### config.mk
export PLATFORM = sky130hd
export DESIGN_NAME = mips_multicycle_ctrl
export DESIGN_NICKNAME = d
export VERILOG_FILES = /design/src/rtl/mips_ctrl_pkg.sv /design/src/rtl/mips_ctrl_decode.sv /design/src/rtl/mips_multicycle_ctrl.sv
export SDC_FILE = /design/constraint.sdc
export NUM_CORES = 1
export LEC_CHECK = 0
export BUFFER_PORTS_ARGS = -buffer_cell sky130_fd_sc_hd__buf_2
export CAP_MARGIN = 15
export CORE_AREA = 4 4 44 46
export DETAILED_ROUTE_END_ITERATION = 8
export DIE_AREA = 0 0 48 50
export PLACE_DENSITY_LB_ADDON = 0.1
export SYNTH_ARGS = -nofsm -noshare
export SYNTH_HDL_FRONTEND = slang
export SYNTH_HIERARCHICAL = 1
export SYNTH_SLANG_ARGS = --single-unit
export TNS_END_PERCENT = 50
### constraint.sdc
create_clock -name CLK -period 2.6 [get_ports CLK]
set_clock_uncertainty 0.2 [all_clocks]
set_input_delay 0.13 -clock CLK [delete_from_list [all_inputs] [get_ports CLK]]
set_output_delay 0.13 -clock CLK [all_outputs]
set_load 0.02 [all_outputs]
### src/rtl/mips_ctrl_pkg.sv
// Shared encodings for the multi-cycle MIPS control sequencer: state codes,
// supported opcodes and the datapath mux select values.
package mips_ctrl_pkg;

  typedef enum logic [3:0] {
    ST_INIT   = 4'd0,
    ST_FETCH  = 4'd1,
    ST_DECODE = 4'd2,
    ST_MEMADR = 4'd3,
    ST_MEMRD  = 4'd4,
    ST_MEMWB  = 4'd5,
    ST_MEMWR  = 4'd6,
    ST_EXEC   = 4'd7,
    ST_ALUWB  = 4'd8,
    ST_BRANCH = 4'd9,
    ST_ADDIEX = 4'd10,
    ST_ADDIWB = 4'd11,
    ST_JUMP   = 4'd12
  } state_t;

  localparam logic [5:0] OP_RTYPE = 6'b000000;
  localparam logic [5:0] OP_LW    = 6'b100011;
  localparam logic [5:0] OP_SW    = 6'b101011;
  localparam logic [5:0] OP_BEQ   = 6'b000100;
  localparam logic [5:0] OP_ADDI  = 6'b001000;
  localparam logic [5:0] OP_J     = 6'b000010;

  localparam logic [1:0] SRCB_REGB  = 2'b00;
  localparam logic [1:0] SRCB_FOUR  = 2'b01;
  localparam logic [1:0] SRCB_IMM   = 2'b10;
  localparam logic [1:0] SRCB_IMMSH = 2'b11;

  localparam logic [1:0] ALUOP_ADD   = 2'b00;
  localparam logic [1:0] ALUOP_SUB   = 2'b01;
  localparam logic [1:0] ALUOP_FUNCT = 2'b10;

  localparam logic [1:0] PCSRC_ALU    = 2'b00;
  localparam logic [1:0] PCSRC_ALUOUT = 2'b01;
  localparam logic [1:0] PCSRC_JUMP   = 2'b10;

  function automatic logic op_supported(input logic [5:0] op);
    return (op == OP_RTYPE) || (op == OP_LW) || (op == OP_SW) ||
           (op == OP_BEQ) || (op == OP_ADDI) || (op == OP_J);
  endfunction

endpackage

### src/rtl/mips_ctrl_decode.sv
// Moore output decode: maps the sequencer state to the datapath controls.
// The *_rdy enables are gated with MEM_READY by the top level.
module mips_ctrl_decode
  import mips_ctrl_pkg::*;
(
  input  state_t     i_state,
  output logic       o_mem_req,
  output logic       o_iord,
  output logic       o_alusrca,
  output logic [1:0] o_alusrcb,
  output logic [1:0] o_aluop,
  output logic [1:0] o_pcsrc,
  output logic       o_regdst,
  output logic       o_memtoreg,
  output logic       o_regwrite,
  output logic       o_irwrite_rdy,
  output logic       o_pcwrite_rdy,
  output logic       o_memwrite_rdy,
  output logic       o_pcwrite,
  output logic       o_branch
);

  always_comb begin
    o_mem_req      = 1'b0;
    o_iord         = 1'b0;
    o_alusrca      = 1'b0;
    o_alusrcb      = SRCB_REGB;
    o_aluop        = ALUOP_ADD;
    o_pcsrc        = PCSRC_ALU;
    o_regdst       = 1'b0;
    o_memtoreg     = 1'b0;
    o_regwrite     = 1'b0;
    o_irwrite_rdy  = 1'b0;
    o_pcwrite_rdy  = 1'b0;
    o_memwrite_rdy = 1'b0;
    o_pcwrite      = 1'b0;
    o_branch       = 1'b0;
    case (i_state)
      ST_FETCH: begin
        o_mem_req     = 1'b1;
        o_alusrcb     = SRCB_FOUR;
        o_irwrite_rdy = 1'b1;
        o_pcwrite_rdy = 1'b1;
      end
      ST_DECODE: o_alusrcb = SRCB_IMMSH;
      ST_MEMADR, ST_ADDIEX: begin
        o_alusrca = 1'b1;
        o_alusrcb = SRCB_IMM;
      end
      ST_MEMRD: begin
        o_mem_req = 1'b1;
        o_iord    = 1'b1;
      end
      ST_MEMWB: begin
        o_memtoreg = 1'b1;
        o_regwrite = 1'b1;
      end
      ST_MEMWR: begin
        o_mem_req      = 1'b1;
        o_iord         = 1'b1;
        o_memwrite_rdy = 1'b1;
      end
      ST_EXEC: begin
        o_alusrca = 1'b1;
        o_aluop   = ALUOP_FUNCT;
      end
      ST_ALUWB: begin
        o_regdst   = 1'b1;
        o_regwrite = 1'b1;
      end
      ST_BRANCH: begin
        o_alusrca = 1'b1;
        o_aluop   = ALUOP_SUB;
        o_pcsrc   = PCSRC_ALUOUT;
        o_branch  = 1'b1;
      end
      ST_ADDIWB: o_regwrite = 1'b1;
      ST_JUMP: begin
        o_pcsrc   = PCSRC_JUMP;
        o_pcwrite = 1'b1;
      end
      default: ;
    endcase
  end

endmodule

### src/rtl/mips_multicycle_ctrl.sv
// Multi-cycle MIPS control sequencer: state register, next-state logic and
// the MEM_READY / ZERO qualification of the write enables.
module mips_multicycle_ctrl
  import mips_ctrl_pkg::*;
#(
  parameter int OPW = 6
) (
  input  logic           CLK,
  input  logic           RST,
  input  logic [OPW-1:0] OPCODE,
  input  logic           ZERO,
  input  logic           MEM_READY,
  output logic           MEM_REQ,
  output logic           IORD,
  output logic           ALUSRCA,
  output logic [1:0]     ALUSRCB,
  output logic [1:0]     ALUOP,
  output logic [1:0]     PCSRC,
  output logic           REGDST,
  output logic           MEMTOREG,
  output logic           IRWRITE,
  output logic           MEMWRITE,
  output logic           REGWRITE,
  output logic           PC_EN,
  output logic           ILLEGAL
);

  state_t     r_state;
  state_t     w_next;
  logic [5:0] w_op;
  logic       w_irwrite_rdy;
  logic       w_pcwrite_rdy;
  logic       w_memwrite_rdy;
  logic       w_pcwrite;
  logic       w_branch;

  assign w_op = 6'(OPCODE);

  mips_ctrl_decode u_decode (
    .i_state       (r_state),
    .o_mem_req     (MEM_REQ),
    .o_iord        (IORD),
    .o_alusrca     (ALUSRCA),
    .o_alusrcb     (ALUSRCB),
    .o_aluop       (ALUOP),
    .o_pcsrc       (PCSRC),
    .o_regdst      (REGDST),
    .o_memtoreg    (MEMTOREG),
    .o_regwrite    (REGWRITE),
    .o_irwrite_rdy (w_irwrite_rdy),
    .o_pcwrite_rdy (w_pcwrite_rdy),
    .o_memwrite_rdy(w_memwrite_rdy),
    .o_pcwrite     (w_pcwrite),
    .o_branch      (w_branch)
  );

  // Write enables only fire in the cycle memory completes the access.
  assign IRWRITE  = w_irwrite_rdy & MEM_READY;
  assign MEMWRITE = w_memwrite_rdy & MEM_READY;
  assign PC_EN    = w_pcwrite | (w_pcwrite_rdy & MEM_READY) | (w_branch & ZERO);
  assign ILLEGAL  = (r_state == ST_DECODE) & ~op_supported(w_op);

  always_comb begin
    w_next = r_state;
    case (r_state)
      ST_INIT:   w_next = ST_FETCH;
      ST_FETCH:  if (MEM_READY) w_next = ST_DECODE;
      ST_DECODE: begin
        case (w_op)
          OP_LW, OP_SW: w_next = ST_MEMADR;
          OP_RTYPE:     w_next = ST_EXEC;
          OP_BEQ:       w_next = ST_BRANCH;
          OP_ADDI:      w_next = ST_ADDIEX;
          OP_J:         w_next = ST_JUMP;
          default:      w_next = ST_FETCH;
        endcase
      end
      ST_MEMADR: w_next = (w_op == OP_SW) ? ST_MEMWR : ST_MEMRD;
      ST_MEMRD:  if (MEM_READY) w_next = ST_MEMWB;
      ST_MEMWR:  if (MEM_READY) w_next = ST_FETCH;
      ST_EXEC:   w_next = ST_ALUWB;
      ST_ADDIEX: w_next = ST_ADDIWB;
      ST_MEMWB, ST_ALUWB, ST_BRANCH, ST_ADDIWB, ST_JUMP: w_next = ST_FETCH;
      default:   w_next = ST_INIT;
    endcase
  end

  always_ff @(posedge CLK or posedge RST) begin
    if (RST) r_state <= ST_INIT;
    else     r_state <= w_next;
  end

endmodule

==> Word-level counts from Yosys, hierarchy flattened <==
Cells that the tools add are included.
{ "word_totals": {"reg_bits": 4, "input_bits": 10, "wordCells": 62} }
{ "classes": {"eq_ne": 20, "n_mux": 19, "bitwise": 7, "n_reduce_logical": 15} }
{ "ops": {"columns": ["cell", "n"], "rows": [
  ["case mux 4 bit (8 select lines)", 1],
  ["equality test 4 bit, second input constant", 5],
  ["case mux 4 bit (5 select lines)", 1],
  ["equality test 4 x 3 -> 1 bit, second input constant", 4],
  ["equality test 6 bit, second input constant", 2],
  ["2-to-1 mux 4 bit", 3],
  ["2-to-1 mux 1 bit", 10],
  ["equality test 4 x 2 -> 1 bit, second input constant", 2],
  ["case mux 2 bit (2 select lines)", 2],
  ["equality test 6 x 2 -> 1 bit, second input constant", 1],
  ["equality test 6 x 3 -> 1 bit, second input constant", 1],
  ["equality test 6 x 4 -> 1 bit, second input constant", 1],
  ["zero test 6 bit", 1],
  ["inequality test 2 bit, second input constant", 3],
  ["case mux 2 bit (3 select lines)", 1],
  ["OR reduction 2 bit", 3],
  ["OR reduction 3 bit", 2],
  ["OR reduction 6 bit", 1],
  ["logical OR 1 bit", 5],
  ["bitwise AND 1 bit", 4],
  ["equality test 4 x 1 -> 1 bit, second input constant", 1],
  ["zero test 4 bit", 1],
  ["OR reduction 4 bit", 1],
  ["AND reduction 3 bit", 1],
  ["other kinds (3)", 4]
]} }

==> Logic depth before layout (Yosys ltp) <==
{ "logic_depth": {"depth_word": 8, "depth_mapped": 6, "mapped_depth_nobuf": 5} }

==> Hierarchy <==
Netlist, hierarchy kept.
{ "modules_own_cells": {"columns": ["module", "n_inst", "cells_per_inst", "area_per_inst_um2", "seq_area_each_um2"], "rows": [
  ["mips_multicycle_ctrl", 1, 60, 459.2, 100.1],
  ["mips_ctrl_decode", 1, 32, 214.0, 0.0]
]} }

==> Worst setup path before layout <==
Ideal clock, no wire load.
{ "synth_timing": {"kind": "register to output", "startpoint": "register r_state[1]", "endpoint": "output PC_EN", "t_arrival_ns": 1.427, "path_slack_ns": 0.843, "stages_incl_launch_ff": 6, "path_buffers": 2, "path_cell_list": "dfrtp_1 buf_2 nand2b_1 nor3_1 buf_4 a221o_1"} }
{ "synth_via": {"elab_chain_len": 5} }
{ "synth_lines": {"columns": ["element", "line", "text"], "rows": [
  ["start: declaration", "mips_multicycle_ctrl.sv:28", "state_t r_state;"],
  ["start signal: assignment", "mips_multicycle_ctrl.sv:90", "else r_state <= w_next;"],
  ["equality test 4 x 1 -> 1 bit", null, null],
  ["2-to-1 mux 1 bit", null, null],
  ["net w_irwrite_rdy", "mips_multicycle_ctrl.sv:31", "logic w_irwrite_rdy;"],
  ["bitwise AND 1 bit", "mips_multicycle_ctrl.sv:60", "assign PC_EN = w_pcwrite | (w_pcwrite_rdy & MEM_READY) | (w_branch & ZERO);"],
  ["bitwise OR 1 bit (2 in series)", "mips_multicycle_ctrl.sv:60", null],
  ["end: declaration", "mips_multicycle_ctrl.sv:24", "output logic PC_EN,"]
]} }
The timed path passes the listed nets, and every way through them passes these cells.

==> Worst setup path in the final report <==
{ "layout_timing": {"startpoint": "register r_state[0]", "endpoint": "output PC_EN"} }
The elaborated chain is that of the path after synthesis.

==> results_dict.tcl <==
set metrics [dict create \
    grt_pass1_wl_mm 2.38 \
    powerDensity_nw_per_um2 1100 \
    swShare 0.540 \
    cts_root_buf "clkbuf_4" \
    rows 14 \
    postSynthCellCount 92 \
    hp-start "OPCODE[4]" \
    finalNetCount 125 \
    intPower_uw 402 \
    vias 712 \
    vias_per_cell 5.52 \
    cts_buffers 3 \
    grt_pass1_vias 555 \
    arrival_ns 1.74 \
    clock_power_share 0.084 \
    drt-initial-drc-count 13 \
    syn_nets 102 \
    ctsLongestPathBuffers 2 \
    antenna_found_initial 0 \
    clkLatencyLatePin_ns 0.23 \
    yosysSeqAreaShare 0.149 \
    async_flop_share 1.00 \
    crit-reg2reg-launch "r_state[1]" \
    slew-limit-headroom 0.589 \
    tightest_slew_ns 0.617 \
    yosys_warnings 6 \
    htree_levels 1 \
    hold-path-endpoint "r_state[2]" \
    r2r_cells 5 \
    seqPwrFrac 0.229 \
    synth_ff_type "dfrtp_1" \
    finalCritPeriodShare 0.796 \
    gp_congestion 0.807 \
    rsz0062_at_grt "no" \
    wl_mm 1.54 \
    ctsResizeCount 0 \
    largest_register "r_state" \
    synth_top_area_share 0.149 \
    status "finished clean" \
    fmax_mhz 483 \
    setup_tns_ns 0 \
    ios 26 \
    r2r_end "r_state[1]" \
    clkSlewWorstSetupHoldPaths_ns 0.03 \
    synth.avg_cell_area_um2 7.32 \
    hold_viol 0 \
    post_drt_wl_per_cell_um 11.9 \
    synth-edff-count 0 \
    drive_gt1_frac 0.336 \
    n_antenna_cell 0 \
    holdPathStages 4 \
    grt_max_degree 24 \
    pwr-share-comb 0.687 \
    cp_max_fo 23 \
    initial_core_util 0.447 \
    setup_viol 0 \
    top_regs "r_state (4)" \
    maxCapViolCount 0 \
    drc 0 \
    synthTopCellsByArea "dfrtp_1 (15%), nor2_1 (5.6%), a21oi_1 (5.2%), nand2b_1 (4.6%), o21ai_0 (4.5%)" \
    netlist_area_um2 673 \
    fillers 160 \
    worst_slack_ns 0.531 \
    cts_sinks 4 \
    required_ns 2.27 \
    grtUsageTotal 0.136 \
    synth_area_leader_cell "dfrtp_1" \
    antenna_left 0 \
    synthTopCellsByCount "nor2_1 (10), a21oi_1 (7), nand2_1 (7), o21ai_0 (6), nand2b_1 (5)" \
    worst_setup_path_start_kind "register" \
    p_sw_uw 472 \
    grt_overflow 0 \
    first_pass_iters 4 \
    cts_setup_buffers 0 \
    reg2reg_slack_ns 0.59 \
    areaGrowthSynthToFinish_pct 18.0 \
    die-area_um2 2400 \
    core_um2 1510 \
    critPathCaptureType "primary output" \
    hpwl_mm 1.16 \
    vdd.ir_drop.worst_mv 0.415 \
    ys_seq_elements 4 \
    die_w_um 48 \
    yosysMostFrequentCell "nor2_1" \
    maxSlewViolCount 0 \
    portBuffers 25 \
    p_leak_nw 0.398 \
    min_period_ns 2.07 \
    die-height_um 50 \
    worstSetupPathType "register to primary output" \
    ys_types 37 \
    place_ws_ns 0.626 \
    min_path_type "input pin to register" \
    largest_reg_flops 4 \
    cts_tree "done" \
]
[worst max-delay path by stage]
stage | from | endpoint | slack [ns]
CTS | r_state[0] | PC_EN | 0.51
global route | r_state[0] | PC_EN | 0.38
global placement | r_state[1] | r_state[1] | 0.67
floorplan | r_state[1] | PC_EN | 0.84
detailed placement | r_state[1] | r_state[1] | 0.63
finish | r_state[0] | PC_EN | 0.53
[repair_timing]
| action | 4_1_cts | 5_1_grt |
|---|---|---|
| setup endpoints to repair | 0 | 0 |
| endpoints found under the hold margin | 4 | 0 |
| hold buffers | 1 | 0 |
[routing by layer]
| metal | wire length [µm] | GRT usage | up-vias |
|---|---|---|---|
| met2 | 781 | 0.209 | 19 |
| met3 | 86 | 0.0327 | 0 |
| met5 | 0 | 0 | - |
| li1 | - | - | 375 |
| met1 | 670 | 0.168 | 318 |
| met4 | 0 | 0.0673 | 0 |
[placed cells by master, fill, tap and decap left out, types with 2 or more instances in the layout]
cell type / instances
buf_2: 25
nor2_1: 10
nand2_1: 7
a21oi_1: 7
o21ai_0: 6
nand2b_1: 5
nor3_1: 4
inv_1: 4
dfrtp_1: 4
a211oi_1: 3
clkbuf_4: 3
nand4b_1: 2
o31ai_1: 2
or4b_4: 2
or3_1: 2
xor2_1: 2
and2_1: 2
nand3b_1: 2
buf_4: 2
nor3b_1: 2
[through the flow]
step / instance area [µm²] / std cells / power (mW) / hold slack [ns] / util
2_1_floorplan: 673 / 92 / 0.693 / -0.304 / -
3_3_place_gp: 762 / 125 / 0.794 / -0.181 / 0.506
3_5_place_dp: 762 / 125 / 0.801 / -0.179 / 0.506
4_1_cts: 795 / 129 / 0.886 / 0.124 / 0.527
5_1_grt: 795 / 129 / 0.965 / 0.130 / 0.527
6_report: 795 / 129 / 0.875 / 0.121 / 0.527
[logic make-up after synthesis]
group | after synthesis | synth area share
compound gates | 26 | 0.266
xor+xnor | 2 | 0.0260
fa+ha+maj | 1 | 0.0149
buf+inv | 14 | 0.128
flops | 4 | 0.149
simple gates | 45 | 0.416
[power by group through the flow]
stage / logic (mW) / registers, mW / clock network [mW]
2_1_floorplan: 0.559 / 0.134 / 0
5_1_grt: 0.667 / 0.213 / 0.0859
3_5_place_dp: 0.602 / 0.199 / 0
6_report: 0.601 / 0.200 / 0.0735
3_3_place_gp: 0.598 / 0.195 / 0
4_1_cts: 0.608 / 0.199 / 0.0784
[area by class of cell]
cell class | instances | area, µm² | share of cell area
repair buffers | 28 | 150 | 0.189
well taps | 16 | 20.0 | 0.0252
flip-flops and latches | 4 | 100 | 0.126
clock buffers | 3 | 22.5 | 0.0283
inverters | 4 | 15.0 | 0.0189
multi-input cells | 74 | 487 | 0.613
[critical path: stages, from the launching register on]
cell      delay, ns
dfrtp_1        0.73
nand2b_1       0.23
nor3_1         0.22
a221o_1        0.17
buf_2          0.15
Power figures use the tool's default switching activity.
